===== config.mk =====
export PLATFORM = sky130hd
export DESIGN_NAME = pc_fetch_unit
export DESIGN_NICKNAME = d
export VERILOG_FILES = /design/src/rtl/mips_pkg.sv /design/src/rtl/pc_next_sel.sv /design/src/rtl/pc_fetch_unit.sv
export SDC_FILE = /design/constraint.sdc
export NUM_CORES = 1
export LEC_CHECK = 0
export BUFFER_PORTS_ARGS = -buffer_cell sky130_fd_sc_hd__buf_4
export CORE_MARGIN = 2
export CORE_UTILIZATION = 40
export DETAILED_ROUTE_END_ITERATION = 10
export PLACE_DENSITY = 0.82
export SYNTH_ARGS = -nofsm -noshare
export SYNTH_HDL_FRONTEND = slang
export SYNTH_SLANG_ARGS = --single-unit
export TNS_END_PERCENT = 10

===== constraint.sdc =====
create_clock -name clk -period 2.3 [get_ports clk]
set_input_delay 0.69 -clock clk [delete_from_list [all_inputs] [get_ports clk]]
set_output_delay 0.69 -clock clk [all_outputs]
set_load 0.02 [all_outputs]

===== src/rtl/mips_pkg.sv =====
// Shared MIPS core definitions: PCSrc codes, PC vectors and the fetch FSM
// encoding used by both the decoder and pc_fetch_unit.
package mips_pkg;

  localparam logic [2:0] PCSRC_NORMAL = 3'b000;
  localparam logic [2:0] PCSRC_BRANCH = 3'b001;
  localparam logic [2:0] PCSRC_JUMP   = 3'b010;
  localparam logic [2:0] PCSRC_JR     = 3'b011;
  localparam logic [2:0] PCSRC_ILLOP  = 3'b100;
  localparam logic [2:0] PCSRC_XADR   = 3'b101;

  localparam logic [31:0] RESET_VECTOR = 32'h8000_0000;
  localparam logic [31:0] ILLOP_VECTOR = 32'h8000_0004;
  localparam logic [31:0] XADR_VECTOR  = 32'h8000_0008;

  localparam int TIMEOUT_CYCLES_DEF = 16;

  typedef enum logic [1:0] {
    IDLE  = 2'd0,
    FETCH = 2'd1,
    ISSUE = 2'd2
  } fetch_state_t;

  // The kernel bit is never carried into: the low 31 bits wrap on their own.
  function automatic logic [31:0] pc_inc4(input logic [31:0] pc);
    return {pc[31], pc[30:0] + 31'd4};
  endfunction

endpackage


===== src/rtl/pc_next_sel.sv =====
// Next-PC selection for pc_fetch_unit: PCSrc mux with kernel-bit protection
// and the jr/jalr alignment check. Purely combinational.
module pc_next_sel
  import mips_pkg::*;
#(
  parameter logic [31:0] ILLOP_PC = ILLOP_VECTOR,
  parameter logic [31:0] XADR_PC  = XADR_VECTOR
) (
  input  logic [3:0]  pc_hi,
  input  logic [31:0] pc_plus4,
  input  logic [2:0]  pcsrc,
  input  logic        branch_taken,
  input  logic [31:0] conba,
  input  logic [25:0] jt,
  input  logic [31:0] databus_a,
  output logic [31:0] target,
  output logic        misaligned
);

  logic [31:0] branch_pc;

  always_comb begin
    // Branch targets keep the current privilege level.
    branch_pc     = conba;
    branch_pc[31] = pc_hi[3];
    target        = XADR_PC;
    case (pcsrc)
      PCSRC_NORMAL: target = pc_plus4;
      PCSRC_BRANCH: target = branch_taken ? branch_pc : pc_plus4;
      PCSRC_JUMP:   target = {pc_hi, jt, 2'b00};
      PCSRC_JR:     target = databus_a;
      PCSRC_ILLOP:  target = ILLOP_PC;
      default:      target = XADR_PC;
    endcase
  end

  assign misaligned = (pcsrc == PCSRC_JR) && (databus_a[1:0] != 2'b00);

endmodule


===== src/rtl/pc_fetch_unit.sv =====
// PC owner and instruction fetcher: IDLE -> FETCH (req/ack) -> ISSUE (retire).
// Define PC_FETCH_TIMEOUT_EN to add a fetch watchdog that traps to XADR_PC.
module pc_fetch_unit
  import mips_pkg::*;
#(
  parameter logic [31:0] RESET_PC = RESET_VECTOR,
  parameter logic [31:0] ILLOP_PC = ILLOP_VECTOR,
  parameter logic [31:0] XADR_PC  = XADR_VECTOR
`ifdef PC_FETCH_TIMEOUT_EN
  , parameter int TIMEOUT_CYCLES  = TIMEOUT_CYCLES_DEF
`endif
) (
  input  logic        clk,
  input  logic        reset,
  input  logic [2:0]  PCSrc,
  input  logic        BranchTaken,
  input  logic [31:0] ConBA,
  input  logic [25:0] JT,
  input  logic [31:0] DatabusA,
  input  logic        retire,
  input  logic        IRQ,
  output logic        imem_req,
  output logic [31:0] imem_addr,
  input  logic        imem_ack,
  input  logic [31:0] imem_rdata,
  output logic [31:0] instruction,
  output logic        instr_valid,
  output logic [31:0] PC,
  output logic [31:0] PC_plus4,
  output logic [31:0] EPC,
  output logic        irq_taken,
  output logic        addr_err
);

  fetch_state_t state_reg;
  logic [31:0]  pc_reg;
  logic [31:0]  epc_reg;
  logic [31:0]  instruction_reg;
  logic         imem_req_reg;
  logic         instr_valid_reg;
  logic         irq_taken_reg;
  logic         addr_err_reg;
  logic         irq_pending_reg;

  logic [31:0]  pc_plus4;
  logic [31:0]  target;
  logic         misaligned;
  logic         retire_now;
  logic         take_irq;

  assign pc_plus4 = pc_inc4(pc_reg);

  pc_next_sel #(
    .ILLOP_PC (ILLOP_PC),
    .XADR_PC  (XADR_PC)
  ) u_next_sel (
    .pc_hi        (pc_reg[31:28]),
    .pc_plus4     (pc_plus4),
    .pcsrc        (PCSrc),
    .branch_taken (BranchTaken),
    .conba        (ConBA),
    .jt           (JT),
    .databus_a    (DatabusA),
    .target       (target),
    .misaligned   (misaligned)
  );

  assign retire_now = (state_reg == ISSUE) && retire;
  // Kernel code is never interrupted; the request waits for user mode.
  assign take_irq   = retire_now && irq_pending_reg && !pc_reg[31];

`ifdef PC_FETCH_TIMEOUT_EN
  localparam int TW = (TIMEOUT_CYCLES > 1) ? $clog2(TIMEOUT_CYCLES) : 1;
  logic [TW-1:0] timeout_cnt_reg;
  logic          timeout;
  assign timeout = (timeout_cnt_reg == TW'(TIMEOUT_CYCLES - 1));
`endif

  always_ff @(posedge clk or negedge reset) begin
    if (!reset) begin
      state_reg       <= IDLE;
      pc_reg          <= RESET_PC;
      epc_reg         <= 32'd0;
      instruction_reg <= 32'd0;
      imem_req_reg    <= 1'b0;
      instr_valid_reg <= 1'b0;
      irq_taken_reg   <= 1'b0;
      addr_err_reg    <= 1'b0;
      irq_pending_reg <= 1'b0;
`ifdef PC_FETCH_TIMEOUT_EN
      timeout_cnt_reg <= '0;
`endif
    end else begin
      irq_taken_reg   <= 1'b0;
      addr_err_reg    <= 1'b0;
      // A request seen during the taking retire stays pending for the next one.
      irq_pending_reg <= IRQ | (irq_pending_reg & ~take_irq);
      case (state_reg)
        IDLE: begin
          state_reg    <= FETCH;
          imem_req_reg <= 1'b1;
`ifdef PC_FETCH_TIMEOUT_EN
          timeout_cnt_reg <= '0;
`endif
        end
        FETCH: begin
          if (imem_ack) begin
            instruction_reg <= imem_rdata;
            instr_valid_reg <= 1'b1;
            imem_req_reg    <= 1'b0;
            state_reg       <= ISSUE;
          end
`ifdef PC_FETCH_TIMEOUT_EN
          else if (timeout) begin
            imem_req_reg <= 1'b0;
            epc_reg      <= pc_reg;
            pc_reg       <= XADR_PC;
            addr_err_reg <= 1'b1;
            state_reg    <= IDLE;
          end else begin
            timeout_cnt_reg <= timeout_cnt_reg + TW'(1);
          end
`endif
        end
        ISSUE: begin
          if (retire) begin
            instr_valid_reg <= 1'b0;
            imem_req_reg    <= 1'b1;
            state_reg       <= FETCH;
`ifdef PC_FETCH_TIMEOUT_EN
            timeout_cnt_reg <= '0;
`endif
            if (take_irq) begin
              pc_reg        <= ILLOP_PC;
              epc_reg       <= target;
              irq_taken_reg <= 1'b1;
            end else if (misaligned) begin
              pc_reg       <= XADR_PC;
              epc_reg      <= pc_plus4;
              addr_err_reg <= 1'b1;
            end else begin
              pc_reg <= target;
            end
          end
        end
        default: begin
          state_reg    <= IDLE;
          imem_req_reg <= 1'b0;
        end
      endcase
    end
  end

  assign imem_req    = imem_req_reg;
  assign imem_addr   = pc_reg;
  assign instruction = instruction_reg;
  assign instr_valid = instr_valid_reg;
  assign PC          = pc_reg;
  assign PC_plus4    = pc_plus4;
  assign EPC         = epc_reg;
  assign irq_taken   = irq_taken_reg;
  assign addr_err    = addr_err_reg;

endmodule


## Word-level counts from Yosys, hierarchy flattened

Cells that the tools add are included.

| storage, ports and cells | value |
|---|---|
| output and inout bits | 164 |
| word-level logic and storage cells | 58 |
| bits of input ports | 131 |
| register bits | 103 |

| cells by class | value |
|---|---|
| add/sub/neg operators | 1 |
| bitwise logic cells | 3 |
| equality and inequality tests | 8 |
| reduce and logical (&&, ||, !) cells | 15 |
| mux-type cells | 22 |

Operator list:

| kind | count |
|---|---|
| one-hot mux 32 bit (5 select lines) | 1 |
| 2-to-1 mux 32 bit | 4 |
| adder 31 x 3 -> 31 bit, second input constant | 1 |
| 2-to-1 mux 31 bit | 1 |
| 2-to-1 mux 1 bit | 11 |
| == test 3 x 2 -> 1 bit, second input constant | 2 |
| one-hot mux 2 bit (3 select lines) | 1 |
| AND reduction 2 bit | 3 |
| AND reduction 3 bit | 2 |
| nonzero test 2 bit | 3 |
| logical AND 1 bit | 4 |
| 2-to-1 mux 2 bit | 2 |
| != test 2 bit, second input constant | 2 |
| == test 3 x 1 -> 1 bit, second input constant | 1 |
| == test 3 bit, second input constant | 1 |
| zero test 3 bit | 1 |
| one-hot mux 1 bit (3 select lines) | 1 |
| == test 2 x 1 -> 1 bit, second input constant | 1 |
| == test 2 bit, second input constant | 1 |
| zero test 2 bit | 1 |
| one-hot mux 1 bit (2 select lines) | 1 |
| AND 1 bit | 1 |
| zero test 1 bit | 1 |
| inverter 1 bit | 1 |
| bitwise OR 1 bit | 1 |

## Longest topological paths before layout

| depth | value |
|---|---|
| depth after elaboration | 7 |
| mapped depth | 8 |
| gate-level depth less buffers | 7 |

## Cells and area by module

From an unflattened synthesis, not the netlist that was laid out.

| second synthesis, totals | value |
|---|---|
| cells, all modules | 600 |
| area, all modules | 6112.1 sq um |

By module, submodules not included:

| module | times used | seq. area each (sq um) | area an instance (sq um) | cells each |
|---|---|---|---|---|
| pc_fetch_unit | 1 | 2553.7 | 4778.3 | 416 |
| pc_next_sel | 1 | 0.0 | 1333.8 | 184 |

## Worst setup path after synthesis

Ideal clock, no wire load.

| path | value |
|---|---|
| path type | flip-flop to output port |
| start | register pc_reg[2] (netlist: PC[2]) |
| end | output port PC_plus4[30] |
| buffers on the path | 0 |
| path slack | -0.490 ns |
| stages on the path, launching flop included | 6 |
| arrival | 2.100 ns |
| required time | 1.610 ns |
| path through | dfrtp_1 > ha_1 > nand3_1 > nor4_4 > and4_1 > xor2_1 |

| between the ends | value |
|---|---|
| longest elaborated chain between the ends | 1 |

Ends and longest elaborated chain:

| what | RTL line | RTL |
|---|---|---|
| start: declaration | pc_fetch_unit.sv:36 | `logic [31:0] pc_reg;` |
| start signal: assignment | pc_fetch_unit.sv:142 | `pc_reg <= target;` |
| adder 31 x 3 -> 31 bit | mips_pkg.sv:26 | `return {pc[31], pc[30:0] + 31'd4};` |
| end: declaration | pc_fetch_unit.sv:29 | `output logic [31:0] PC_plus4,` |

Every way passes these cells.

## Worst setup path after layout

| path | value |
|---|---|
| start | register pc_reg[3] (netlist: PC[3]) |
| end | output port PC_plus4[27] |

The elaborated chain is that of the path after synthesis.

==> results.yml <==
run_status:
  status: "finished, violations left"
  failed_checks: "negative setup slack"
grt:
  globalRouteOverflowTotal: 0
  track_usage_pct: 28.2
  grt_first_pass_wirelength_um: 32600
  maximum_number_of_pins_on_one_net_before_global_route_repair: 46
  antenna_found_initial: 0
  number_of_global_route_vias_before_repair: 6296
yosys:
  synth_sequential_area_ratio_pct: 44.7
  synth_edf_count: 0
  library_cell_occupying_the_most_area_in_the_post_synthesis_netlist: "dfrtp_1"
  ys_dominant_reg_cell: "dfrtp_1"
  post_synth.cell_area_avg_um2: 10.0
  synth_async_sr_flop_share_pct: 100
  synth.top_cell.area_share_pct: 44.2
  mappedNetlistNets: 703
  count_of_state_elements_after_synthesis: 102
  postSynthCellCount: 571
  post_synth_num_cell_types: 60
  netlist_area_um2: 5710
  synth.yosys.warnings: 0
  synth.top_cells.by_area: "dfrtp_1 44%, mux2_2 6.7%, buf_4 4.6%"
final_layout:
  postLayoutCellArea_um2: 9420
  final_layout_size_suffix_gt1_share_pct: 56.3
  finalNetCount: 1049
  layout_commonest_cell: "buf_4"
  area_growth_syn_to_layout_pct: 64.9
  finish.utilization_pct: 67.6
  mostFrequentLayoutCells: "383 x buf_4, 86 x dfrtp_1, 47 x nor2_1"
  final_cell_count_no_fill: 1102
  antennaDiodeCount: 0
routing:
  post_drt_via_cell_ratio: 5.77
  detail_route.wirelength_um: 22200
  drt_iter0_drc: 630
  drt-wirelength-per-cell_um: 20.1
  drt-pass1-iter-count: 9
  post-route-drc-count: 0
  detailroute.via_count: 6357
  route.antenna.remaining_nets: 0
worst_setup_path:
  crit_path_max_fanout: 4
  critical_path.startpoint: "PC[3]"
  reg2reg_from: "PC[3]"
  critPathCaptureType: "output port"
  criticalPathCategory: "flip-flop to output port"
  worstPathArrival_ns: 2.07
  setup.worst_path.start_class: "flip-flop"
  cp.required_ns: 1.61
power_and_ir_drop:
  ir_drop_uv: 810
  cell_internal_power_uw: 6640
  power.combinational.fraction_pct: 57.2
  power.clock.fraction_pct: 14.8
  share_seq_of_total_power_pct: 28.0
  power_per_cell_area_nw_per_um2: 1230
  switching_share_pct: 42.5
  power.leakage_uw: 0.00466
  power_switching_uw: 4900
clock_tree:
  cts_tree: "done"
  cts_max_level: 3
  ctsHoldBuffers: 0
  ctsLongestPathBuffers: 2
  clock_sink_count: 102
  tritoncts.num_buffers: 9
  clk_transition_reported_paths_ns: 0.07
  ctsRootBufferMaster: "clkbuf_16"
  clkLatencyLatePin_ns: 0.36
sta:
  timing.max_slew.rel_slack_pct: 67.5
  layout_setup_ws_ns: -0.459
  final_max_slew_viol_count: 0
  rsz_0062_raised_after_global_routing: "yes"
  fin_crit_sh_pct: 120
  worst-slew-pin-transition_ns: 0.487
  layout_min_cycle_time_ns: 2.76
  final_setup_tns_ns: -7.86
  timing.final.hold_violations: 0
  timing.clock.skew_ns: 0.00695
  setup-violations-final: 26
  achievable-frequency_mhz: 362
die:
  ios: 295
  core_area_um2: 13900
  floorplan.initialDensity_pct: 41.0
  dieArea_um2: 15300
  placementRows: 43
  die_width_um: 124
  die_h_um: 124
place:
  dp_hpwl_um: 16200
  dpl_worst_slack_ns: -0.0915
  placed_cells_incl_taps: 1076
  numPortBuffers: 293
  place_congestion: 0.869
  placedInstanceArea_um2: 8790
hold_path:
  worst_hold_path_type: "input port to asynchronous set/reset pin"
flow_run:
  max-cap-violations: 0
==> routing by layer <==
| metal | track usage (%) | up-vias | wire length (um) |
|---|---|---|---|
| met4 | 10.2 | 0 | 636 |
| met2 | 49.3 | 396 | 11400 |
| met3 | 8.16 | 66 | 2240 |
| met5 | 0 | - | 0 |
| met1 | 32.6 | 3087 | 7950 |
| li1 | - | 2808 | - |
==> critical path, stage by stage (launching register included) <==
cell and delay [ns]:
dfrtp_2 0.44, nand4_1 0.17, buf_4 0.18, nor4_4 0.17, buf_4 0.20, nand4_2 0.15
xnor2_2 0.22, buf_4 0.17
==> worst paths after layout <==
check | slack, ns | cells past startpoint | to
max in group asynchronous | 1.31 | 2 | instruction[27]
min | 0.27 | 1 | instruction[23]
min in group clk | 0.50 | 2 | instr_valid
min reg2reg | 0.50 | 2 | instr_valid
max | -0.46 | 7 | PC_plus4[27]
max reg2reg | 0.15 | 8 | PC[27]
==> area by class of cell <==
cell class	count	area (um^2)
Inverter	24	90.1
Clock buffer	9	225
Multi-Input combinational cell	375	3000
Timing Repair Buffer	405	3200
Clock inverter	7	106
Fill cell	1091	4510
Tap cell	180	225
Sequential cell	102	2570
==> through the flow <==
step / hold slack [ns] / power, uW
2_1_floorplan: 0.394 / 6720
3_3_place_gp: 0.463 / 9490
3_5_place_dp: 0.474 / 9640
4_1_cts: 0.274 / 11500
5_1_grt: 0.286 / 12100
6_report: 0.265 / 11500
==> power groups by stage <==
stage                     clock (uW)  combinational [uW]  sequential [uW]
after floorplan                    0                2440             4270
after global placement             0                6310             3180
after detailed placement           0                6410             3230
after CTS                       1740                6520             3220
after global routing            1820                6980             3320
final                           1710                6610             3230
==> Yosys cell counts (3+ instances only) <==
library cell,n
dfrtp_1,101
nor2_1,49
buf_4,35
mux2_2,34
clkbuf_1,33
nand2_1,31
nand3_1,25
a222oi_1,24
inv_1,24
o21ai_0,23
a21oi_1,22
a221o_1,22
xnor2_1,16
xor2_1,11
a22o_1,10
nand4_1,10
o22ai_1,10
o31a_1,7
nor3_1,6
a22oi_1,4
a31oi_1,4
nand2b_1,4
o211ai_1,4
o221ai_1,4
a211oi_1,3
a21boi_0,3
and3_1,3
nand3b_1,3
o32a_1,3
==> logic make-up (layout without fill, tap and decap cells) <==
logic type	after synthesis	in the layout	share of synthesized area [%]
AOI/OAI and AO/OA	158	158	21.4
and+or+nand+nor	153	153	14.0
DFF	102	102	44.7
buffers and inverters	94	445	8.52
muxes	36	36	7.05
xor gates and xnor gates	27	27	4.14
adders and majority gates	1	1	0.219
==> timing repair <==
item / CTS / global route
gates resized for setup: 23 / 16
setup endpoints to repair: 26 / 27
pin swaps: 13 / 12
setup buffers: 5 / 5
No activity file was read; power rests on OpenSTA's default activity.
